## src/rtl/fifo_arb_pkg.sv

```systemverilog
// Shared types and constants for the FIFO write-port arbiter.
//   arb_state_e : arbiter FSM state (idle / burst in progress)
//   STAT_W      : width of each per-requester beat counter (optional stats)
package fifo_arb_pkg;

  typedef enum logic {
    ARB_IDLE  = 1'b0,
    ARB_BURST = 1'b1
  } arb_state_e;

  localparam int STAT_W = 16;

endpackage

```

## src/rtl/fifo_rr_pick.sv

```systemverilog
// Combinational round-robin picker: finds the first set request bit at or
// after ptr, wrapping modulo NREQ.
// Ports:
//   req [NREQ]  request vector
//   ptr [IW]    search start position (must be < NREQ)
//   any         1 when at least one request is set
//   idx [IW]    index of the chosen request (0 when none)
module fifo_rr_pick
  import fifo_arb_pkg::*;
#(
  parameter int NREQ = 4,
  parameter int IW   = $clog2(NREQ)
) (
  input  logic [NREQ-1:0] req,
  input  logic [IW-1:0]   ptr,
  output logic            any,
  output logic [IW-1:0]   idx
);

  logic [IW:0]   sum;
  logic [IW-1:0] pos;

  always_comb begin
    // NOTE: every variable assigned in always_comb gets a default first,
    // otherwise paths that skip an assignment infer a latch.
    any = 1'b0;
    idx = '0;
    sum = '0;
    pos = '0;
    for (int k = 0; k < NREQ; k++) begin
      // One extra bit so ptr+k cannot overflow before the modulo fold.
      sum = {1'b0, ptr} + (IW+1)'(k);
      if (sum >= (IW+1)'(NREQ)) sum = sum - (IW+1)'(NREQ);
      pos = sum[IW-1:0];
      if (!any && req[pos]) begin
        any = 1'b1;
        idx = pos;
      end
    end
  end

endmodule

```

## src/rtl/fifo_wr_arbiter.sv

```systemverilog
// Shares one FIFO write port among NREQ requesters. Round-robin packet
// arbitration: a grant is held until a beat carrying last is written or
// MAX_BURST beats have been written, then one idle bubble cycle follows.
// Optional feature macro: FIFO_ARB_STATS_EN (per-requester beat counters).
// Ports:
//   clk, rst          write-domain clock, asynchronous active-high reset
//   s_valid/s_last    per-requester beat valid / end-of-packet
//   s_data            requester i data at [i*DWIDTH +: DWIDTH]
//   s_ready           beat accepted when s_valid[i] & s_ready[i]
//   fifo_full         FIFO full flag
//   fifo_wren/din     FIFO write enable / data
//   busy              1 while a grant is active
//   gnt_idx           current or last granted requester
//   stat_clr/stat_cnt (FIFO_ARB_STATS_EN only) clear / 16-bit saturating
//                     accepted-beat counters, requester i at [i*16 +: 16]
module fifo_wr_arbiter
  import fifo_arb_pkg::*;
#(
  parameter int NREQ      = 4,
  parameter int DWIDTH    = 8,
  parameter int MAX_BURST = 8
) (
  input  logic                     clk,
  input  logic                     rst,
  input  logic [NREQ-1:0]          s_valid,
  input  logic [NREQ*DWIDTH-1:0]   s_data,
  input  logic [NREQ-1:0]          s_last,
  output logic [NREQ-1:0]          s_ready,
  input  logic                     fifo_full,
  output logic                     fifo_wren,
  output logic [DWIDTH-1:0]        fifo_din,
`ifdef FIFO_ARB_STATS_EN
  input  logic                     stat_clr,
  output logic [NREQ*STAT_W-1:0]   stat_cnt,
`endif
  output logic                     busy,
  output logic [$clog2(NREQ)-1:0]  gnt_idx
);

  localparam int IW = $clog2(NREQ);
  localparam int BW = $clog2(MAX_BURST) + 1;

  arb_state_e    state;
  logic [IW-1:0] rr_ptr;
  logic [BW-1:0] beat_cnt;
  logic          pick_any;
  logic [IW-1:0] pick_idx;
  logic          beat;
  logic          grant_end;

  fifo_rr_pick #(.NREQ(NREQ)) u_pick (
    .req (s_valid),
    .ptr (rr_ptr),
    .any (pick_any),
    .idx (pick_idx)
  );

  assign busy      = (state == ARB_BURST);
  // Data follows the grant index even when idle so the FIFO sees stable data.
  assign fifo_din  = s_data[gnt_idx*DWIDTH +: DWIDTH];
  // Write is gated by the current full flag, so the FIFO can never overflow.
  assign beat      = busy & s_valid[gnt_idx] & ~fifo_full;
  assign fifo_wren = beat;
  // last and the burst limit on the same beat give a single release.
  assign grant_end = beat & (s_last[gnt_idx] | (beat_cnt == BW'(MAX_BURST-1)));

  always_comb begin
    s_ready = '0;
    if (busy) s_ready[gnt_idx] = ~fifo_full;
  end

  // NOTE: sequential state uses non-blocking assignments so every register
  // samples the pre-edge values, independent of statement order.
  always_ff @(posedge clk or posedge rst) begin
    if (rst) begin
      state    <= ARB_IDLE;
      rr_ptr   <= '0;
      gnt_idx  <= '0;
      beat_cnt <= '0;
    end else begin
      case (state)
        ARB_IDLE: begin
          if (pick_any) begin
            gnt_idx  <= pick_idx;
            beat_cnt <= '0;
            state    <= ARB_BURST;
          end
        end
        ARB_BURST: begin
          // A granted requester that drops valid keeps the grant; no timeout.
          if (grant_end) begin
            rr_ptr <= (gnt_idx == IW'(NREQ-1)) ? '0 : gnt_idx + 1'b1;
            state  <= ARB_IDLE;
          end else if (beat) begin
            beat_cnt <= beat_cnt + 1'b1;
          end
        end
        default: state <= ARB_IDLE;
      endcase
    end
  end

`ifdef FIFO_ARB_STATS_EN
  for (genvar i = 0; i < NREQ; i++) begin : g_stat
    logic [STAT_W-1:0] cnt;

    // NOTE: the counters are a handful of flops, not a RAM, so they take the
    // reset like any other register.
    always_ff @(posedge clk or posedge rst) begin
      if (rst) begin
        cnt <= '0;
      end else if (stat_clr) begin
        cnt <= '0;
      end else if (beat && gnt_idx == IW'(i) && cnt != {STAT_W{1'b1}}) begin
        cnt <= cnt + 1'b1;
      end
    end

    assign stat_cnt[i*STAT_W +: STAT_W] = cnt;
  end
`endif

endmodule

```

## config.mk

```make
export PLATFORM = sky130hd
export DESIGN_NAME = fifo_wr_arbiter
export DESIGN_NICKNAME = d
export VERILOG_FILES = /design/src/rtl/fifo_arb_pkg.sv /design/src/rtl/fifo_rr_pick.sv /design/src/rtl/fifo_wr_arbiter.sv
export SDC_FILE = /design/constraint.sdc
export NUM_CORES = 1
export LEC_CHECK = 0
export BUFFER_PORTS_ARGS = -buffer_cell sky130_fd_sc_hd__buf_2
export CAP_MARGIN = 10
export CORE_ASPECT_RATIO = 0.8
export CORE_MARGIN = 2
export CORE_UTILIZATION = 39
export CTS_BUF_LIST = sky130_fd_sc_hd__clkbuf_4
export DETAILED_ROUTE_END_ITERATION = 12
export PLACE_DENSITY_LB_ADDON = 0.08
export SLEW_MARGIN = 20
export SYNTH_ARGS = -nofsm -noshare
export SYNTH_HDL_FRONTEND = slang
export SYNTH_SLANG_ARGS = --single-unit
```

## constraint.sdc

```tcl
create_clock -name clk -period 4.65 [get_ports clk]
set_input_delay 0.93 -clock clk [delete_from_list [all_inputs] [get_ports clk]]
set_output_delay 0.93 -clock clk [all_outputs]
set_load 0.1 [all_outputs]
```

## After elaboration in Yosys (flattened, before gate mapping)

Index checks and enable logic that the tools add are counted.

- Bits in registers: 9
- Bits in latches: 0
- RAM bits: 0
- Memory bits (read-only): 0
- Bits of input ports: 43
- Output and inout bits: 16
- Word-level logic and storage cells: 81
- Memories: 0

- $add $sub $neg: 9
- Multiply operators: 0
- Div/mod/pow operators: 0
- Magnitude comparators: 10
- Equality and inequality tests: 5
- Shift-type cells: 1
- Multiplexer cells: 35
- Bitwise operators: 7
- Reductions and logical operators: 10

Operators with widths:

| cell | count |
|---|---|
| $shiftx A32 B6 Y8 | 1 |
| $mux W2 | 9 |
| $mux W4 | 4 |
| $lt A2 B3 Y1 const B | 5 |
| $mux W1 | 13 |
| $bmux W1 S2 | 6 |
| $ge A3 B3 Y1 const B | 3 |
| $pmux W4 S2 | 1 |
| $sub A2 B1 Y2 const B | 4 |
| $add A2 B2 Y3 const B | 2 |
| $add A4 B1 Y4 const B | 1 |
| $and A4 B4 Y4 | 1 |
| $eq A4 B3 Y1 const B | 1 |
| $logic_and A1 B1 Y1 | 4 |
| $ne A2 B2 Y1 const B | 2 |
| $reduce_and A2 Y1 | 2 |
| $add A2 B1 Y3 const B | 1 |
| $and A1 B1 Y1 | 3 |
| $ge A2 B3 Y1 const B | 1 |
| $logic_not A1 Y1 | 3 |
| $reduce_and A3 Y1 | 1 |
| $add A2 B1 Y2 const B | 1 |
| $demux W1 S2 | 1 |
| $eq A2 B2 Y1 const B | 1 |
| 5 further kinds | 6 |

## Depth between registers and ports, before layout

- Word-level depth: 16
- Mapped depth: 5

## Modules after synthesis

Synthesis repeated with hierarchy kept, for this count alone.

- Cell total of the unflattened synthesis: 80
- Area, all modules: 854.6 µm²

Modules (own cells, without submodules):

| module | instances | cells an instance | area each (µm²) | seq. area each (µm²) |
|---|---|---|---|---|
| fifo_wr_arbiter | 1 | 65 | 777.0 | 225.2 |
| fifo_rr_pick | 1 | 15 | 77.6 | 0.0 |

## Worst setup path after synthesis

No wires, ideal clock.

- Path kind: flip-flop to output port
- Start point: register gnt_idx[0]
- End point: output fifo_din[0]
- Arrival time: 2.237 ns
- Required time: 3.720 ns
- Setup slack: 1.483 ns
- Stages on the path, launching flop included: 4
- Path buffers: 2
- Cell sequence: dfrtp_1 -> buf_6 -> buf_2 -> mux4_2

- Word-level cells in the longest chain between the ends: 1

Ends and longest elaborated chain:

| element | RTL line | source |
|---|---|---|
| start, declared | fifo_wr_arbiter.sv:37 | `output logic [$clog2(NREQ)-1:0] gnt_idx` |
| start signal, assigned | fifo_wr_arbiter.sv:84 | `gnt_idx <= pick_idx;` |
| $shiftx A32 B6 Y8 | fifo_wr_arbiter.sv:60 | `assign fifo_din = s_data[gnt_idx*DWIDTH +: DWIDTH];` |
| end, declared | fifo_wr_arbiter.sv:31 | `output logic [DWIDTH-1:0] fifo_din,` |

Every way passes these cells.

## Worst setup path after layout

- Start point: register gnt_idx[0]
- End point: output fifo_wren

- Word-level cells in the longest chain between the ends: 4

Ends and longest elaborated chain:

| element | RTL line | source |
|---|---|---|
| $bmux W1 S2 | fifo_wr_arbiter.sv:62 | `assign beat = busy & s_valid[gnt_idx] & ~fifo_full;` |
| $mux W1 (implied by the code) | fifo_wr_arbiter.sv:62 |  |
| $and A1 B1 Y1 (2 in a row) | fifo_wr_arbiter.sv:62 |  |
| end, declared | fifo_wr_arbiter.sv:30 | `output logic fifo_wren,` |

Every way passes these cells. The select of a mux whose other input is x is not followed.

==> results.yml <==
run_status:
  status: "finished clean"
cells_and_area:
  drive_above_1_share_pct: 58.2
  multi_input_area_um2: 586
  nets: 183
  final_cell_mix: "buf_2, mux4_2, dfrtp_1, inv_1"
  syn2layout_area_growth_pct: 38.5
  final_common_cell: "buf_2"
  design_area_mm2: 0.00119
  fillerInstances: 216
  ff_latch_area_um2: 225
  antenna_cells: 0
placement:
  dpl.hpwl_um: 1660
  place_area_mm2: 0.00116
  globalplace.congestion: 0.697
  numPortBuffers: 58
yosys:
  ys_seq_area_share_pct: 26.2
  ys_warn_count: 0
  syn_inst: 75
  avgSynthCellArea_um2: 11.5
  yosysUniqueCellTypes: 30
  ys_ff_latch: 9
  synth_area_um2: 861
  syn_nets: 123
routing:
  vias: 830
  wire_per_inst_um: 12.7
  drtPass1Iterations: 4
  ant_nets: 0
  vias_per_cell: 5.22
  drt_iter0_markers: 12
  wirelength_um: 2010
  drc: 0
sta:
  clock_skew_ns: 0.00321
  relSlewSlack_pct: 45.6
  rsz0062_at_grt: "no"
  fin_crit_ns: 3.11
  timing.setup.tns_ns: 0
  setup_viol_count_final: 0
  worst_pin_slew_ns: 0.816
  finalHoldViolCount: 0
  period_share_pct: 67.0
  slew_violations: 0
  fmax_ghz: 0.321
power_and_ir_drop:
  p_int_uw: 320
  switching_share_pct: 64.6
  power_density_mw_per_mm2: 759
  pwr-share-comb_pct: 73.6
  peakVddDrop_mv: 0.519
  seqPwrFrac_pct: 19.1
  p_sw_uw: 584
  total_leakage_power_uw: 0.000632
  clock_power_share_pct: 7.3
critical_path:
  cp_cell_sequence: "mux2i_1, o22ai_4, buf_2"
  cp_max_fo: 17
  worst_setup_path_end_kind: "output port"
  path_class: "flop to output port"
  arrival_ns: 2.18
  cpPeakStageDelay_ns: 0.87
  cp.required_ns: 3.72
  critPathSlowestCell: "dfrtp_1"
  start_kind: "flop"
clock_network:
  cts-resized-gates: 0
  cts_setup_buffers: 0
  cts_made_buffers: 3
  cts_hold_buf: 0
  clkTransAtPathRegs_ns: 0.06
  clockRootBuffer: "clkbuf_4"
  clk_latency_ns: 0.26
  max-clock-path-buffers: 2
  clkSinkCount: 9
  ctsHtreeMaxLevel: 1
  cts_tree: "yes"
floorplanning:
  row_count: 15
  fp.dieH_um: 46.0
  start_util_pct: 40.6
  dieArea_mm2: 0.00260
  core_mm2: 0.00212
  die_w_um: 56.5
  pin_count: 59
global_routing:
  antenna_found_initial: 0
  grt-ovfl-total: 0
  grt_max_degree: 18
  grt_pass1_wl_um: 3110
  grt_pass1_vias: 704
  grt_use_total_pct: 15.9
job:
  drv_cap: 0
min_path:
  hold_path_class: "flop to flop"
-- state kept, by name, summed over array words and instances, names as in the netlist --
register  flops
rr_ptr        2
busy          1
gnt_idx       2
beat_cnt      4
-- metal layers --
layer / vias up / share of wire (%) / track usage, %
met5: - / 0 / 0
met4: 0 / 0 / 4.29
met3: 0 / 6.0 / 4.55
met2: 28 / 50 / 24.9
met1: 397 / 44 / 21.7
li1: 405 / - / -
-- kinds of logic (layout without fill, tap and decap cells) --
logic type               count (synthesis)  after routing  share of synthesized area (%)
AO/OA/AOI/OAI                           16             16                           16.1
flip-flops                               9              9                           26.2
buffers and inverters                   11             70                           5.81
multiplexers                            15             15                           31.7
adder cells (fa/ha/maj)                  5              5                           7.27
AND/OR/NAND/NOR                         19             19                           12.9
-- cell type report --
class	instances	share of cell area (%)
multi-input cells	55	49.1
flip-flops and latches	9	18.9
repair buffers	58	24.3
well taps	25	2.62
clock buffers	4	2.52
inverters	8	2.52
-- per-stage QoR --
| step | power, uW | cells | worst slack, ns | util, % | hold slack, ns |
|---|---|---|---|---|---|
| 6_report | 905 | 159 | 1.54 | 56.2 | 0.517 |
| 3_5_place_dp | 847 | 155 | 1.58 | 54.8 | 0.512 |
| 3_3_place_gp | 839 | 155 | 1.60 | 54.8 | 0.499 |
| 2_1_floorplan | 754 | 75 | 1.48 | - | 0.466 |
| 5_1_grt | 954 | 159 | 1.31 | 56.2 | 0.571 |
| 4_1_cts | 915 | 159 | 1.48 | 56.2 | 0.520 |
-- worst max-delay path: cells and delay by family, from the launching register on --
| kind | cells | cell delay, ns |
|---|---|---|
| AOI/OAI and AO/OA | 1 | 0.32 |
| buffers and inverters | 1 | 0.49 |
| DFF | 1 | 0.87 |
| muxes | 1 | 0.24 |
-- synthesized netlist by cell type --
library cell / number / area (um2)
a21oi_1: 3 / 15.0
or3b_1: 1 / 8.76
nand3b_1: 1 / 7.51
o221ai_1: 1 / 8.76
o21a_1: 1 / 7.51
nor2b_1: 1 / 6.26
nor2_1: 2 / 7.51
mux2i_1: 4 / 40.0
o22ai_1: 2 / 12.5
mux4_2: 9 / 203
o22ai_4: 1 / 20.0
o21ai_0: 1 / 5.00
buf_2: 1 / 5.00
nand2_1: 5 / 18.8
o31ai_1: 1 / 7.51
a31oi_4: 1 / 21.3
a31o_2: 2 / 17.5
and3_1: 2 / 12.5
and2_1: 4 / 25.0
buf_6: 1 / 11.3
ha_1: 5 / 62.6
nand4_1: 1 / 6.26
mux2_4: 2 / 30.0
nand2b_4: 1 / 13.8
nand3_1: 1 / 5.00
a31o_1: 1 / 8.76
a21o_1: 2 / 15.0
dfrtp_1: 9 / 225
buf_1: 1 / 3.75
inv_1: 8 / 30.0
-- power by group through the flow --
stage / clock, uW / combinational, uW / sequential, uW
after detailed placement: 0 / 670 / 176
after floorplan: 0 / 548 / 207
after CTS: 69.4 / 671 / 175
after global routing: 72.2 / 699 / 183
final: 66.1 / 666 / 172
after global placement: 0 / 665 / 174
-- final timing paths --
path                             start           to  slack (ns)  depth (start not counted)
max                         gnt_idx[0]    fifo_wren        1.54                          3
min                        beat_cnt[0]  beat_cnt[0]        0.52                          1
max reg2reg                 gnt_idx[0]    rr_ptr[0]        2.30                          4
min reg2reg                beat_cnt[0]  beat_cnt[0]        0.52                          1
max in group asynchronous          rst  beat_cnt[0]        3.78                          2
min in group asynchronous          rst    rr_ptr[0]        0.61                          2
No activity file was read; power rests on OpenSTA's default activity.
